`config.mk`:
```
export PLATFORM = sky130hd
export DESIGN_NAME = smart_ac_ctrl
export DESIGN_NICKNAME = d
export VERILOG_FILES = /design/src/rtl/smart_ac_pkg.sv /design/src/rtl/smart_ac_ctrl_seg7.sv /design/src/rtl/smart_ac_ctrl.sv
export SDC_FILE = /design/constraint.sdc
export NUM_CORES = 1
export LEC_CHECK = 0
export CAP_MARGIN = 20
export CORE_AREA = 2 2 67 116
export CTS_CLUSTER_SIZE = 10
export DETAILED_ROUTE_END_ITERATION = 12
export DIE_AREA = 0 0 69 118
export HOLD_SLACK_MARGIN = 0.12
export PLACE_DENSITY_LB_ADDON = 0.3
export SLEW_MARGIN = 25
export SYNTH_ARGS = -nofsm -noshare
export SYNTH_HDL_FRONTEND = slang
export SYNTH_HIERARCHICAL = 1
export SYNTH_SLANG_ARGS = --single-unit
```
`constraint.sdc`:
```
create_clock -name clk -period 9.9 [get_ports clk]
set_clock_uncertainty 0.2 [all_clocks]
set_input_delay 1.98 -clock clk [delete_from_list [all_inputs] [get_ports clk]]
set_output_delay 1.98 -clock clk [all_outputs]
set_load 0.01 [all_outputs]
```
`src/rtl/smart_ac_pkg.sv`:
```
// Shared types and constants for the SmartAC fan-mode controller.
// Provides the 2-bit FSM state encoding and 7-segment glyphs.
// Segment order is {g,f,e,d,c,b,a}, active-high.
package smart_ac_pkg;

    typedef enum logic [1:0] {
        OFF    = 2'd0,
        MANUAL = 2'd1,
        AUTO   = 2'd2,
        SLEEP  = 2'd3
    } state_t;

    localparam logic [6:0] SEG_0     = 7'h3F;
    localparam logic [6:0] SEG_1     = 7'h06;
    localparam logic [6:0] SEG_2     = 7'h5B;
    localparam logic [6:0] SEG_3     = 7'h4F;
    localparam logic [6:0] SEG_4     = 7'h66;
    localparam logic [6:0] SEG_5     = 7'h6D;
    localparam logic [6:0] SEG_6     = 7'h7D;
    localparam logic [6:0] SEG_7     = 7'h07;
    localparam logic [6:0] SEG_8     = 7'h7F;
    localparam logic [6:0] SEG_9     = 7'h6F;
    localparam logic [6:0] SEG_A     = 7'h77;
    localparam logic [6:0] SEG_B     = 7'h7C;
    localparam logic [6:0] SEG_C     = 7'h39;
    localparam logic [6:0] SEG_D     = 7'h5E;
    localparam logic [6:0] SEG_E     = 7'h79;
    localparam logic [6:0] SEG_F     = 7'h71;
    localparam logic [6:0] SEG_BLANK = 7'h00;

endpackage

```
`src/rtl/smart_ac_ctrl_seg7.sv`:
```
// Hex digit to 7-segment decoder, purely combinational (registered by the parent).
// Ports: value (4-bit digit), blank (force all segments off), seg ({g,f,e,d,c,b,a}).
// No state; output follows inputs in the same cycle.
module seg7_decoder
    import smart_ac_pkg::*;
(
    input  logic [3:0] value,
    input  logic       blank,
    output logic [6:0] seg
);

    always_comb begin
        seg = SEG_BLANK;
        if (!blank) begin
            case (value)
                4'h0:    seg = SEG_0;
                4'h1:    seg = SEG_1;
                4'h2:    seg = SEG_2;
                4'h3:    seg = SEG_3;
                4'h4:    seg = SEG_4;
                4'h5:    seg = SEG_5;
                4'h6:    seg = SEG_6;
                4'h7:    seg = SEG_7;
                4'h8:    seg = SEG_8;
                4'h9:    seg = SEG_9;
                4'hA:    seg = SEG_A;
                4'hB:    seg = SEG_B;
                4'hC:    seg = SEG_C;
                4'hD:    seg = SEG_D;
                4'hE:    seg = SEG_E;
                default: seg = SEG_F;
            endcase
        end
    end

endmodule

```
`src/rtl/smart_ac_ctrl.sv`:
```
// SmartAC fan-mode controller: saturating mode with button edges, thermostat AUTO,
// inactivity SLEEP, fan PWM and a registered 7-seg mode digit.
// Inputs: clk, rst (sync, active-high), SW, up_req, dn_req, auto_en, tick, temp_in, temp_set.
// Outputs: mode, state, fan_pwm, disp -- all registered; mode/state/disp change together.
module smart_ac_ctrl
    import smart_ac_pkg::*;
#(
    parameter int MAX_MODE    = 4,
    parameter int MODE_W      = 3,
    parameter int TEMP_W      = 8,
    parameter int HYST        = 2,
    parameter int SLEEP_TICKS = 16,
    parameter int PWM_W       = 4
) (
    input  logic              clk,
    input  logic              rst,
    input  logic              SW,
    input  logic              up_req,
    input  logic              dn_req,
    input  logic              auto_en,
    input  logic              tick,
    input  logic [TEMP_W-1:0] temp_in,
    input  logic [TEMP_W-1:0] temp_set,
    output logic [MODE_W-1:0] mode,
    output logic [1:0]        state,
    output logic              fan_pwm,
    output logic [6:0]        disp
);

    localparam int CNT_W = $clog2(SLEEP_TICKS + 1);
    localparam int CMP_W = PWM_W + MODE_W + 1;

    localparam logic [MODE_W-1:0] MODE_TOP  = MODE_W'(MAX_MODE);
    localparam logic [MODE_W-1:0] MODE_ONE  = MODE_W'(1);
    localparam logic [CNT_W-1:0]  SLEEP_LIM = CNT_W'(SLEEP_TICKS);
    localparam logic [CNT_W-1:0]  CNT_ONE   = CNT_W'(1);
    localparam logic [TEMP_W:0]   HYST_X    = (TEMP_W + 1)'(HYST);

    state_t              state_q;
    state_t              state_d;
    logic [MODE_W-1:0]   mode_d;
    logic [CNT_W-1:0]    sleep_q;
    logic [CNT_W-1:0]    sleep_d;
    logic                up_q;
    logic                dn_q;
    logic                up_e;
    logic                dn_e;
    logic                temp_hot;
    logic                temp_cold;
    logic [PWM_W-1:0]    pwm_cnt;
    logic [CMP_W-1:0]    pwm_lhs;
    logic [CMP_W-1:0]    pwm_rhs;
    logic [3:0]          mode_d4;
    logic [6:0]          seg_next;

    assign up_e = up_req & ~up_q;
    assign dn_e = dn_req & ~dn_q;

    // One extra bit so setpoint/measurement plus hysteresis cannot wrap.
    assign temp_hot  = {1'b0, temp_in} > ({1'b0, temp_set} + HYST_X);
    assign temp_cold = ({1'b0, temp_in} + HYST_X) < {1'b0, temp_set};

    // Duty = mode/MAX_MODE: compare c*MAX_MODE against mode*2**PWM_W.
    assign pwm_lhs = CMP_W'(pwm_cnt) * CMP_W'(MAX_MODE);
    assign pwm_rhs = CMP_W'(mode) << PWM_W;

    assign state = state_q;

    always_comb begin
        state_d = state_q;
        mode_d  = mode;
        sleep_d = sleep_q;
        if (!SW) begin
            state_d = OFF;
            mode_d  = '0;
            sleep_d = '0;
        end else begin
            case (state_q)
                OFF: begin
                    state_d = auto_en ? AUTO : MANUAL;
                    mode_d  = MODE_ONE;
                    sleep_d = '0;
                end
                MANUAL: begin
                    if (auto_en) begin
                        state_d = AUTO;
                        sleep_d = '0;
                        if (mode == '0) begin
                            mode_d = MODE_ONE;
                        end
                    end else if (up_e || dn_e) begin
                        // Any edge is activity, even the cancelling up+down pair.
                        sleep_d = '0;
                        if (up_e && !dn_e && mode < MODE_TOP) begin
                            mode_d = mode + MODE_ONE;
                        end else if (dn_e && !up_e && mode != '0) begin
                            mode_d = mode - MODE_ONE;
                        end
                    end else if (tick && sleep_q < SLEEP_LIM) begin
                        if (sleep_q + CNT_ONE == SLEEP_LIM && mode > MODE_ONE) begin
                            state_d = SLEEP;
                            mode_d  = MODE_ONE;
                            sleep_d = '0;
                        end else begin
                            // At mode<=1 the count parks at the limit.
                            sleep_d = sleep_q + CNT_ONE;
                        end
                    end
                end
                AUTO: begin
                    if (!auto_en) begin
                        state_d = MANUAL;
                        sleep_d = '0;
                    end else if (tick) begin
                        if (temp_hot && mode < MODE_TOP) begin
                            mode_d = mode + MODE_ONE;
                        end else if (temp_cold && mode > MODE_ONE) begin
                            mode_d = mode - MODE_ONE;
                        end
                    end
                end
                SLEEP: begin
                    mode_d = MODE_ONE;
                    if (auto_en) begin
                        state_d = AUTO;
                    end else if (up_e || dn_e) begin
                        // Wake-up press is swallowed; no mode step.
                        state_d = MANUAL;
                        sleep_d = '0;
                    end
                end
                default: begin
                    state_d = OFF;
                    mode_d  = '0;
                    sleep_d = '0;
                end
            endcase
        end
    end

    always_ff @(posedge clk) begin
        if (rst) begin
            state_q <= OFF;
            mode    <= '0;
            sleep_q <= '0;
        end else begin
            state_q <= state_d;
            mode    <= mode_d;
            sleep_q <= sleep_d;
        end
    end

    // Display decodes the next mode/state so it updates on the same edge as mode.
    assign mode_d4 = 4'(mode_d);

    seg7_decoder u_seg7 (
        .value (mode_d4),
        .blank (state_d == OFF),
        .seg   (seg_next)
    );

    always_ff @(posedge clk) begin
        if (rst) begin
            up_q    <= 1'b0;
            dn_q    <= 1'b0;
            pwm_cnt <= '0;
            fan_pwm <= 1'b0;
            disp    <= SEG_BLANK;
        end else begin
            up_q    <= up_req;
            dn_q    <= dn_req;
            pwm_cnt <= pwm_cnt + 1'b1;
            fan_pwm <= pwm_lhs < pwm_rhs;
            disp    <= seg_next;
        end
    end

endmodule

```
==> results of run 1 <==
[final cells by class]
class                           count  share of cell area [%]
Timing Repair Buffer               35                    12.4
Clock buffer                        3                    2.67
Clock inverter                      1                    1.07
Inverter                           24                    3.20
Tap cell                           86                    3.82
Sequential cell                    24                    17.1
Multi-Input combinational cell    222                    59.7
[worst max path at each step]
stage                     start                 end  slack [ps]  depth (start not counted)
finish              temp_set[1]  disp[3]$_SDFF_PP0_        3740                         16
global route        temp_set[1]  disp[3]$_SDFF_PP0_        3410                         16
CTS                 temp_set[1]  disp[3]$_SDFF_PP0_        3750                         16
detailed placement  temp_set[1]  disp[3]$_SDFF_PP0_        3580                         16
global placement    temp_set[1]  disp[3]$_SDFF_PP0_        3640                         16
floorplan            temp_in[1]  disp[3]$_SDFF_PP0_        4600                         16
[metal layers]
layer  global-route usage (%)  vias up  wire length [µm]
met5                        0        -                 0
met4                     7.84        0               234
met3                     1.63       14               211
met2                     26.4       54              3090
met1                     14.9      992              2300
li1                         -     1073                 -
[state kept, by name, summed over array words and instances, names as in the netlist]
register,flops
disp,7
dn_q,1
fan_pwm,1
mode,3
pwm_cnt,4
sleep_q,5
state,2
up_q,1
[worst max-delay path, stage by stage]
cell and delay [ps]:
clkdlybuf4s50_1 520, ha_1 300, xnor2_1 140, ha_1 300
nand3_1 100, o21bai_1 130, a31oi_1 120, o31ai_2 490
mux2i_1 210, nor4_2 580, inv_1 180, ha_1 310
inv_1 50, mux4_2 450, nor2_1 120, nor2b_1 160
[cells by family (layout without fill, tap and decap cells)]
kind of cell | Yosys count | after routing | share of synthesized area, %
and+or+nand+nor | 97 | 97 | 23.4
buffers and inverters | 34 | 63 | 6.98
adders and majority gates | 33 | 33 | 17.9
DFF | 24 | 24 | 20.8
muxes | 8 | 8 | 4.06
other | 1 | 4 | 0.162
AOI/OAI and AO/OA | 68 | 68 | 22.2
xor gates and xnor gates | 12 | 12 | 4.55
[power by group through the flow]
stage	clock network (mW)	registers (mW)	logic, mW
floorplan	0	0.107	0.0528
global route	0.123	0.105	0.0923
detailed placement	0	0.106	0.0829
CTS	0.119	0.104	0.0837
finish	0.116	0.104	0.0837
global placement	0	0.106	0.0822
[layout by cell type, fill, tap and decap left out, drive strengths merged, types with 2 or more instances in the layout]
cell type and instances:
clkbuf 3, nand4 3, nor2 23, mux2i 6, a211oi 3, nor3b 2, and3 4, o221ai 2
nor2b 19, nor4 2, nand2 11, nor3 7, o211ai 2, o31ai 5, conb 4, a32oi 2
o21a 3, o21ai 8, a22oi 2, o21bai 2, inv 24, clkdlybuf4s50 35, xnor2 9, nand3 13
a21oi 13, a31oi 8, xor2 3, ha 33, a221oi 3, nand3b 3, dfxtp 24, nand2b 3
and4 2, a21o 2
[metrics by stage]
stage / util, % / hold slack [ps] / setup slack [ps]
final: 39.2 / 253 / 3740
after global routing: 39.2 / 273 / 3410
after CTS: 39.2 / 255 / 3750
after detailed placement: 37.7 / 245 / 3580
after global placement: 37.7 / 235 / 3640
after floorplan: - / 218 / 4600
==> impl_metrics.csv, run 1 <==
group,metric,value,unit
final_layout,design_area,2820,µm²
route,dr.first_iter.drc_count,60,
cts,cts_tree,"built",
final_layout,n_antenna_cell,0,
synthesis,synth_area_leaders,"dfxtp_1 (21%), ha_1 (18%), nor2b_1 (4.9%)",
floorplan,start_util,32.2,%
floorplan,rows,41,
cts,clock-root-buffer,"clkbuf_16",
synthesis,yosys.area.top_type,"dfxtp_1",
critical_path,worstReg2RegEnd,"disp[3]$_SDFF_PP0_",
timing,finalSetupViolCount,0,
power_and_ir_drop,p_switching,82.3,µW
synthesis,dominantRegCellSynth,"dfxtp_1",
cts,path_clk_slew,70,ps
critical_path,cp_max_fo,6,
worst_hold_path,hold_depth,1,
final_layout,num-fill-cells,733,
timing,worst_pin_slew,815,ps
synthesis,syn_inst,277,
critical_path,cp_data_arrival_time,6150,ps
critical_path,rr_worst_depth,14,
floorplan,coreArea,7180,µm²
final_layout,nets,366,
power_and_ir_drop,power_frac_clock,38.2,%
timing,report.final.hold_viol_count,0,
synthesis,syn_area,2310,µm²
final_layout,multiInputGateArea,1680,µm²
synthesis,yosysSeqAreaShare,20.8,%
floorplan,die_w,69,µm
timing,finalCriticalPeriod,6160,ps
power_and_ir_drop,combPwrFrac,27.6,%
placed_design,io_buffer_count,35,
grt,grt_antenna_before_repair,0,
cts,htreeDepth,1,
timing,setup_tns,0,ps
timing,slew_viol_final,0,
route,via_per_inst,5.40,
placed_design,post_dp_cell_area,2710,µm²
grt,grt_first_pass_wirelength,9.58,mm
power_and_ir_drop,peakVddDrop,86.6,µV
critical_path,critPathRequiredTime,9890,ps
synthesis,netlist-cell-type-count,61,
placed_design,gp_congestion,0.859,
critical_path,critPathKind,"input pin to flip-flop",
worst_hold_path,hp-start,"pwm_cnt[0]$_SDFF_PP0_",
power_and_ir_drop,leakagePower,1.15,nW
critical_path,r2r-start,"mode[1]$_SDFF_PP0_",
flow_run,maxCapViolCount,0,
cts,clock_latency,260,ps
route,drc,0,
cts,cts_hold_buf,0,
cts,cts_setup_buffers,0,
synthesis,synth-edff-count,0,
timing,min_period_over_period,62.2,%
route,vias,2133,
worst_hold_path,min_path_type,"flip-flop to flip-flop",
cts,cts-resized-gates,0,
cts,clock_sinks,24,
route,first_pass_iters,4,
critical_path,start_kind,"input pin",
power_and_ir_drop,seqPwrFrac,34.3,%
grt,grt_usage,14.1,%
critical_path,endpoint_kind,"flip-flop",
placed_design,dp_hpwl,4.54,mm
floorplan,dieArea,8140,µm²
synthesis,yosysWarnings,6,
synthesis,avgSynthCellArea,8.35,µm²
placed_design,place_inst,391,
worst_hold_path,hold_path_end,"pwm_cnt[0]$_SDFF_PP0_",
synthesis,synth_top_area_share,20.8,%
final_layout,seqCellArea,480,µm²
cts,cts-buffers-inserted,3,
final_layout,area_growth,21.8,%
final_layout,final_cells,395,
cts,cts_buffer_depth,2,
final_layout,drive_gt1_share,6.15,%
synthesis,synth_common_cells,"ha_1 (33), dfxtp_1 (24), inv_1 (24), nor2_1 (23), nor2b_1 (18)",
power_and_ir_drop,power,304,µW
critical_path,r2r_setup_slack,6100,ps
route,ant_nets,0,
floorplan,io_pins,36,
grt,gr-total-overflow,0,
grt,grt_pass1_vias,2113,
timing,rsz0062_at_grt,"no",
grt,grt_max_degree,16,
timing,max_freq,0.162,GHz
route,wire_per_inst,14.8,µm
power_and_ir_drop,switching_share,27.1,%
power_and_ir_drop,cellInternalPower,221,µW
route,postRouteWirelength,5.84,mm
synthesis,synth-seq-cells,24,
synthesis,synth.most_common_cell,"ha_1",
timing,slew_headroom,45.6,%
status,status,"completed",
floorplan,dieHeight,118,µm
synthesis,async_reset_ff_share,0,%
power_and_ir_drop,p_per_area,108,nW/µm²
(Power assumes the default switching activity.)
==> run 2: changes to the inputs <==
- clock period: 9.9 -> 6.3 ns (I/O delays scaled with it)
==> run 2 against run 1 <==
Compared with the run above: flip-flop and latch count stayed put; final cell count is 0.25% higher; non-clock buffer count is 1 higher; clock power is 56% higher; combinational power is 57% higher; final area is 0.27% higher; via count is 1.9% lower; register-to-register slack worse by 3500 ps; wire length is 0.77% lower; critical endpoint unchanged; largest cell class unchanged.
==> impl_metrics.csv, run 2 (synthesis results as in run 1) <==
group,metric,value,unit
final_layout,top_register,"disp",
timing,slew_viol_final,0,
grt,grt_antenna_before_repair,0,
status,status,"completed",
timing,finalCriticalPeriod,5350,ps
floorplan,io_pins,36,
cts,cts_buffer_depth,2,
power_and_ir_drop,peakVddDrop,166,µV
timing,min_period_over_period,84.9,%
critical_path,critPathMaxStageDelay,570,ps
floorplan,dieHeight,118,µm
cts,cts_setup_buffers,0,
floorplan,start_util,32.2,%
grt,grt_first_pass_wirelength,9.52,mm
placed_design,gp_congestion,0.863,
flow_run,maxCapViolCount,0,
worst_hold_path,min_path_type,"flip-flop to flip-flop",
route,via_per_inst,5.29,
worst_hold_path,hold_path_end,"pwm_cnt[0]$_SDFF_PP0_",
final_layout,nets,367,
route,postRouteWirelength,5.80,mm
timing,max_freq,0.187,GHz
cts,cts-buffers-inserted,3,
critical_path,cp_common_cell,"ha_1",
timing,setup_tns,0,ps
timing,finalSetupViolCount,0,
final_layout,n_antenna_cell,0,
floorplan,rows,41,
placed_design,io_buffer_count,35,
final_layout,final_common_cell,"clkdlybuf4s50_1",
critical_path,cp_data_arrival_time,5340,ps
route,drc,0,
final_layout,seqCellArea,480,µm²
critical_path,cp.depth,16,
power_and_ir_drop,p_per_area,169,nW/µm²
cts,cts-resized-gates,0,
cts,cts_tree,"built",
worst_hold_path,hp-start,"pwm_cnt[0]$_SDFF_PP0_",
route,wire_per_inst,14.6,µm
grt,gr-total-overflow,0,
route,vias,2093,
floorplan,die_w,69,µm
critical_path,critPathKind,"input pin to flip-flop",
critical_path,endpoint_kind,"flip-flop",
critical_path,r2r-start,"mode[1]$_SDFF_PP0_",
final_layout,mostFrequentLayoutCells,"clkdlybuf4s50_1 (35), ha_1 (33), inv_1 (24), dfxtp_1 (24), nor2_1 (23)",
critical_path,cp_max_fo,6,
critical_path,cp_cell_sequence,"clkdlybuf4s50_1 > ha_1 > xnor2_1 > ha_1 > nand3_1 > o21bai_1 > a31oi_1 > o31ai_2 > mux2i_1 > nor4_2 > inv_1 > ha_1 > inv_1 > mux4_2 > nor2_1 > nor2b_1",
route,dr.first_iter.drc_count,53,
final_layout,reg.largest.list,"disp: 7 flops, sleep_q: 5 flops, pwm_cnt: 4 flops",
floorplan,coreArea,7180,µm²
cts,cts_hold_buf,0,
final_layout,multiInputGateArea,1680,µm²
final_layout,drive_gt1_share,6.45,%
route,first_pass_iters,4,
critical_path,r2r_setup_slack,2580,ps
critical_path,path_buf_inv,3,
critical_path,cp_top_family,"adder cells",
worst_hold_path,hold_depth,1,
critical_path,rr_worst_depth,14,
timing,report.final.hold_viol_count,0,
cts,htreeDepth,1,
power_and_ir_drop,leakagePower,1.16,nW
critical_path,start_kind,"input pin",
critical_path,worstReg2RegEnd,"disp[3]$_SDFF_PP0_",
final_layout,num-fill-cells,730,
timing,rsz0062_at_grt,"no",
placed_design,dp_hpwl,4.53,mm
grt,grt_usage,14.0,%
timing,slew_headroom,41.8,%
final_layout,area_growth,22.1,%
floorplan,dieArea,8140,µm²
cts,clock_latency,260,ps
cts,clock-root-buffer,"clkbuf_16",
power_and_ir_drop,power,476,µW
route,ant_nets,0,
critical_path,critPathRequiredTime,6290,ps
cts,path_clk_slew,60,ps
final_layout,largest_reg_flops,7,
grt,grt_pass1_vias,2072,
timing,worst_pin_slew,864,ps
cts,clock_sinks,24,
critical_path,critical-path-slowest-cell,"nor4_2",
grt,grt_max_degree,16,
==> run 2: routing by layer <==
metal,global-route usage (%),up-vias,part of all wire [%]
met5,0,-,0
met1,15.3,966,42
met2,26.3,50,52
li1,-,1067,-
met3,1.37,10,2.8
met4,6.50,0,3.1
==> run 2: layout make-up <==
cell class	instances	area share, %
multi-input cells	222	59.6
clock buffers	3	2.66
repair buffers	36	12.7
clock inverters	1	1.06
flip-flops and latches	24	17.0
well taps	86	3.81
inverters	24	3.19
==> run 2: report_power, final <==
group / switching [mW] / internal, mW / leakage [nW]
logic: 0.0678 / 0.0628 / 0.912
registers: 0.00499 / 0.159 / 0.197
clock network: 0.0551 / 0.126 / 0.0511
total: 0.128 / 0.348 / 1.16
==> run 2: how the worst max path moves through the flow <==
stage | start | to | slack, ps
global route | temp_set[1] | disp[3]$_SDFF_PP0_ | 550
floorplan | temp_in[1] | disp[3]$_SDFF_PP0_ | 1720
CTS | temp_set[1] | disp[3]$_SDFF_PP0_ | 900
global placement | temp_set[1] | disp[3]$_SDFF_PP0_ | 760
finish | temp_set[1] | disp[3]$_SDFF_PP0_ | 950
detailed placement | temp_set[1] | disp[3]$_SDFF_PP0_ | 660
==> run 2: stage by stage <==
stage | instance area [µm²] | cells | setup slack, ps | utilization (%) | hold slack, ps
floorplan | 2320 | 280 | 1720 | - | 218
global placement | 2720 | 392 | 762 | 37.8 | 236
detailed placement | 2720 | 392 | 663 | 37.8 | 238
CTS | 2820 | 396 | 904 | 39.3 | 254
global route | 2820 | 396 | 547 | 39.3 | 278
finish | 2820 | 396 | 950 | 39.3 | 259
==> run 3: changes to the inputs <==
- clock period: 6.3 -> 5.4 ns (I/O delays scaled with it)
==> run 3 against run 2 <==
Compared with the run above: die area did not move; via count rose by 3.1%; wire length rose by 1.8%; sequential power rose by 16%; hold slack got worse by 0.83 ps; register-to-register slack got worse by 620 ps; worst setup slack got worse by 520 ps; clock power rose by 17%; non-clock buffer count rose by 3; largest cell class unchanged; largest power group unchanged.
==> impl_metrics.csv, run 3 (synthesis results as in run 1) <==
group,metric,value,unit
timing,setup_tns,0,ps
route,drt-met1-wl,2.27,mm
worst_hold_path,hold_depth,1,
grt,grt_max_degree,16,
final_layout,fin_util,39.7,%
final_layout,nets,370,
final_layout,final_common_cell,"clkdlybuf4s50_1",
placed_design,place_inst,395,
critical_path,critPathRequiredTime,5390,ps
critical_path,critPathKind,"input pin to flip-flop",
timing,slew_viol_final,0,
critical_path,start_kind,"input pin",
cts,clock_latency,260,ps
route,dr_wl_met3,218,µm
grt,gr-total-overflow,0,
final_layout,design_area,2850,µm²
floorplan,dieHeight,118,µm
timing,holdWs,258,ps
floorplan,coreArea,7180,µm²
cts,cts-buffers-inserted,3,
placed_design,post_dp_cell_area,2740,µm²
route,postRouteWirelength,5.90,mm
timing,min_period_over_period,92.1,%
floorplan,dieArea,8140,µm²
route,wl_met2,3.23,mm
cts,cts_buffer_depth,2,
timing,slew_headroom,43.1,%
cts,htreeDepth,1,
final_layout,drive_gt1_share,7.67,%
critical_path,cp_data_arrival_time,4960,ps
final_layout,area_growth,23.3,%
timing,rsz0062_at_grt,"no",
route,wire_per_inst,14.8,µm
route,vias,2157,
cts,cts_tree,"built",
power_and_ir_drop,peakVddDrop,131,µV
timing,worst_slack,428,ps
placed_design,dp_hpwl,4.63,mm
critical_path,cp_max_fo,5,
placed_design,gp_congestion,0.887,
timing,finalSetupViolCount,0,
cts,path_clk_slew,70,ps
power_and_ir_drop,power,559,µW
floorplan,rows,41,
flow_run,maxCapViolCount,0,
floorplan,start_util,32.2,%
placed_design,io_buffer_count,35,
worst_hold_path,min_path_type,"flip-flop to flip-flop",
final_layout,reg.largest.list,"disp: 7 flops, sleep_q: 5 flops, pwm_cnt: 4 flops",
route,dr.first_iter.drc_count,61,
final_layout,largest_reg_flops,7,
final_layout,final_cells,399,
cts,clock-root-buffer,"clkbuf_16",
cts,cts_setup_buffers,0,
timing,finalCriticalPeriod,4970,ps
cts,clock_sinks,24,
grt,grt_antenna_before_repair,0,
placed_design,place_ws,89.6,ps
floorplan,io_pins,36,
route,drc,0,
final_layout,top_register,"disp",
grt,grt_pass1_vias,2201,
final_layout,mostFrequentLayoutCells,"clkdlybuf4s50_1 (35), ha_1 (33), inv_1 (24), dfxtp_1 (24), nor2_1 (23)",
route,via_per_inst,5.41,
final_layout,num-fill-cells,728,
timing,max_freq,0.201,GHz
critical_path,rr_worst_depth,14,
timing,report.final.hold_viol_count,0,
status,status,"completed",
grt,grt_usage,14.8,%
critical_path,endpoint_kind,"flip-flop",
route,ant_nets,0,
power_and_ir_drop,p_per_area,196,nW/µm²
floorplan,die_w,69,µm
grt,grt_first_pass_wirelength,9.94,mm
power_and_ir_drop,leakagePower,1.18,nW
final_layout,n_antenna_cell,0,
timing,worst_pin_slew,844,ps
route,first_pass_iters,4,
route,highest_layer,"met4",
-- run 3: layer usage --
metal | vias up | GRT usage [%]
met1 | 1001 | 15.4
met4 | 0 | 6.62
met2 | 65 | 28.7
met5 | - | 0
li1 | 1076 | -
met3 | 15 | 1.63
-- run 3: cell type report --
type | instances | area, µm² | share of cell area [%]
multi-input combinational | 222 | 1690 | 59.2
tap | 86 | 108 | 3.77
timing repair buffer | 39 | 380 | 13.3
inverter | 24 | 90.1 | 3.16
clock buffer | 3 | 75.1 | 2.63
sequential | 24 | 480 | 16.8
clock inverter | 1 | 30.0 | 1.05
-- run 3: worst paths after layout --
kind / startpoint / endpoint / slack, ps
worst min register to register: pwm_cnt[0]$_SDFF_PP0_ / pwm_cnt[0]$_SDFF_PP0_ / 260
worst max-delay path: temp_set[3] / disp[3]$_SDFF_PP0_ / 430
worst max register to register: mode[1]$_SDFF_PP0_ / disp[3]$_SDFF_PP0_ / 1960
worst min-delay path: pwm_cnt[0]$_SDFF_PP0_ / pwm_cnt[0]$_SDFF_PP0_ / 260
-- run 3: timing repair --
item	in CTS	in global routing
hold buffers	0	0
setup endpoints to repair	0	1
gates resized for setup	0	1
-- run 3: worst max-delay path, cell delays in order --
cell and delay [ps]:
clkdlybuf4s50_1 570, inv_1 90, nor3_1 150, nand3_1 160, xnor2_1 170, ha_1 300, nand3_1 130, a31oi_1 70
o31ai_2 500, mux2i_1 190, a31oi_2 360, inv_1 160, ha_1 310, inv_1 50, mux4_2 430, nor2_1 90
nor2b_1 140
-- run 3: power breakdown --
part | switching [mW] | internal, mW | total [mW]
clock network | 0.0649 | 0.147 | 0.212
logic | 0.0807 | 0.0750 | 0.156
registers | 0.00561 | 0.185 | 0.191
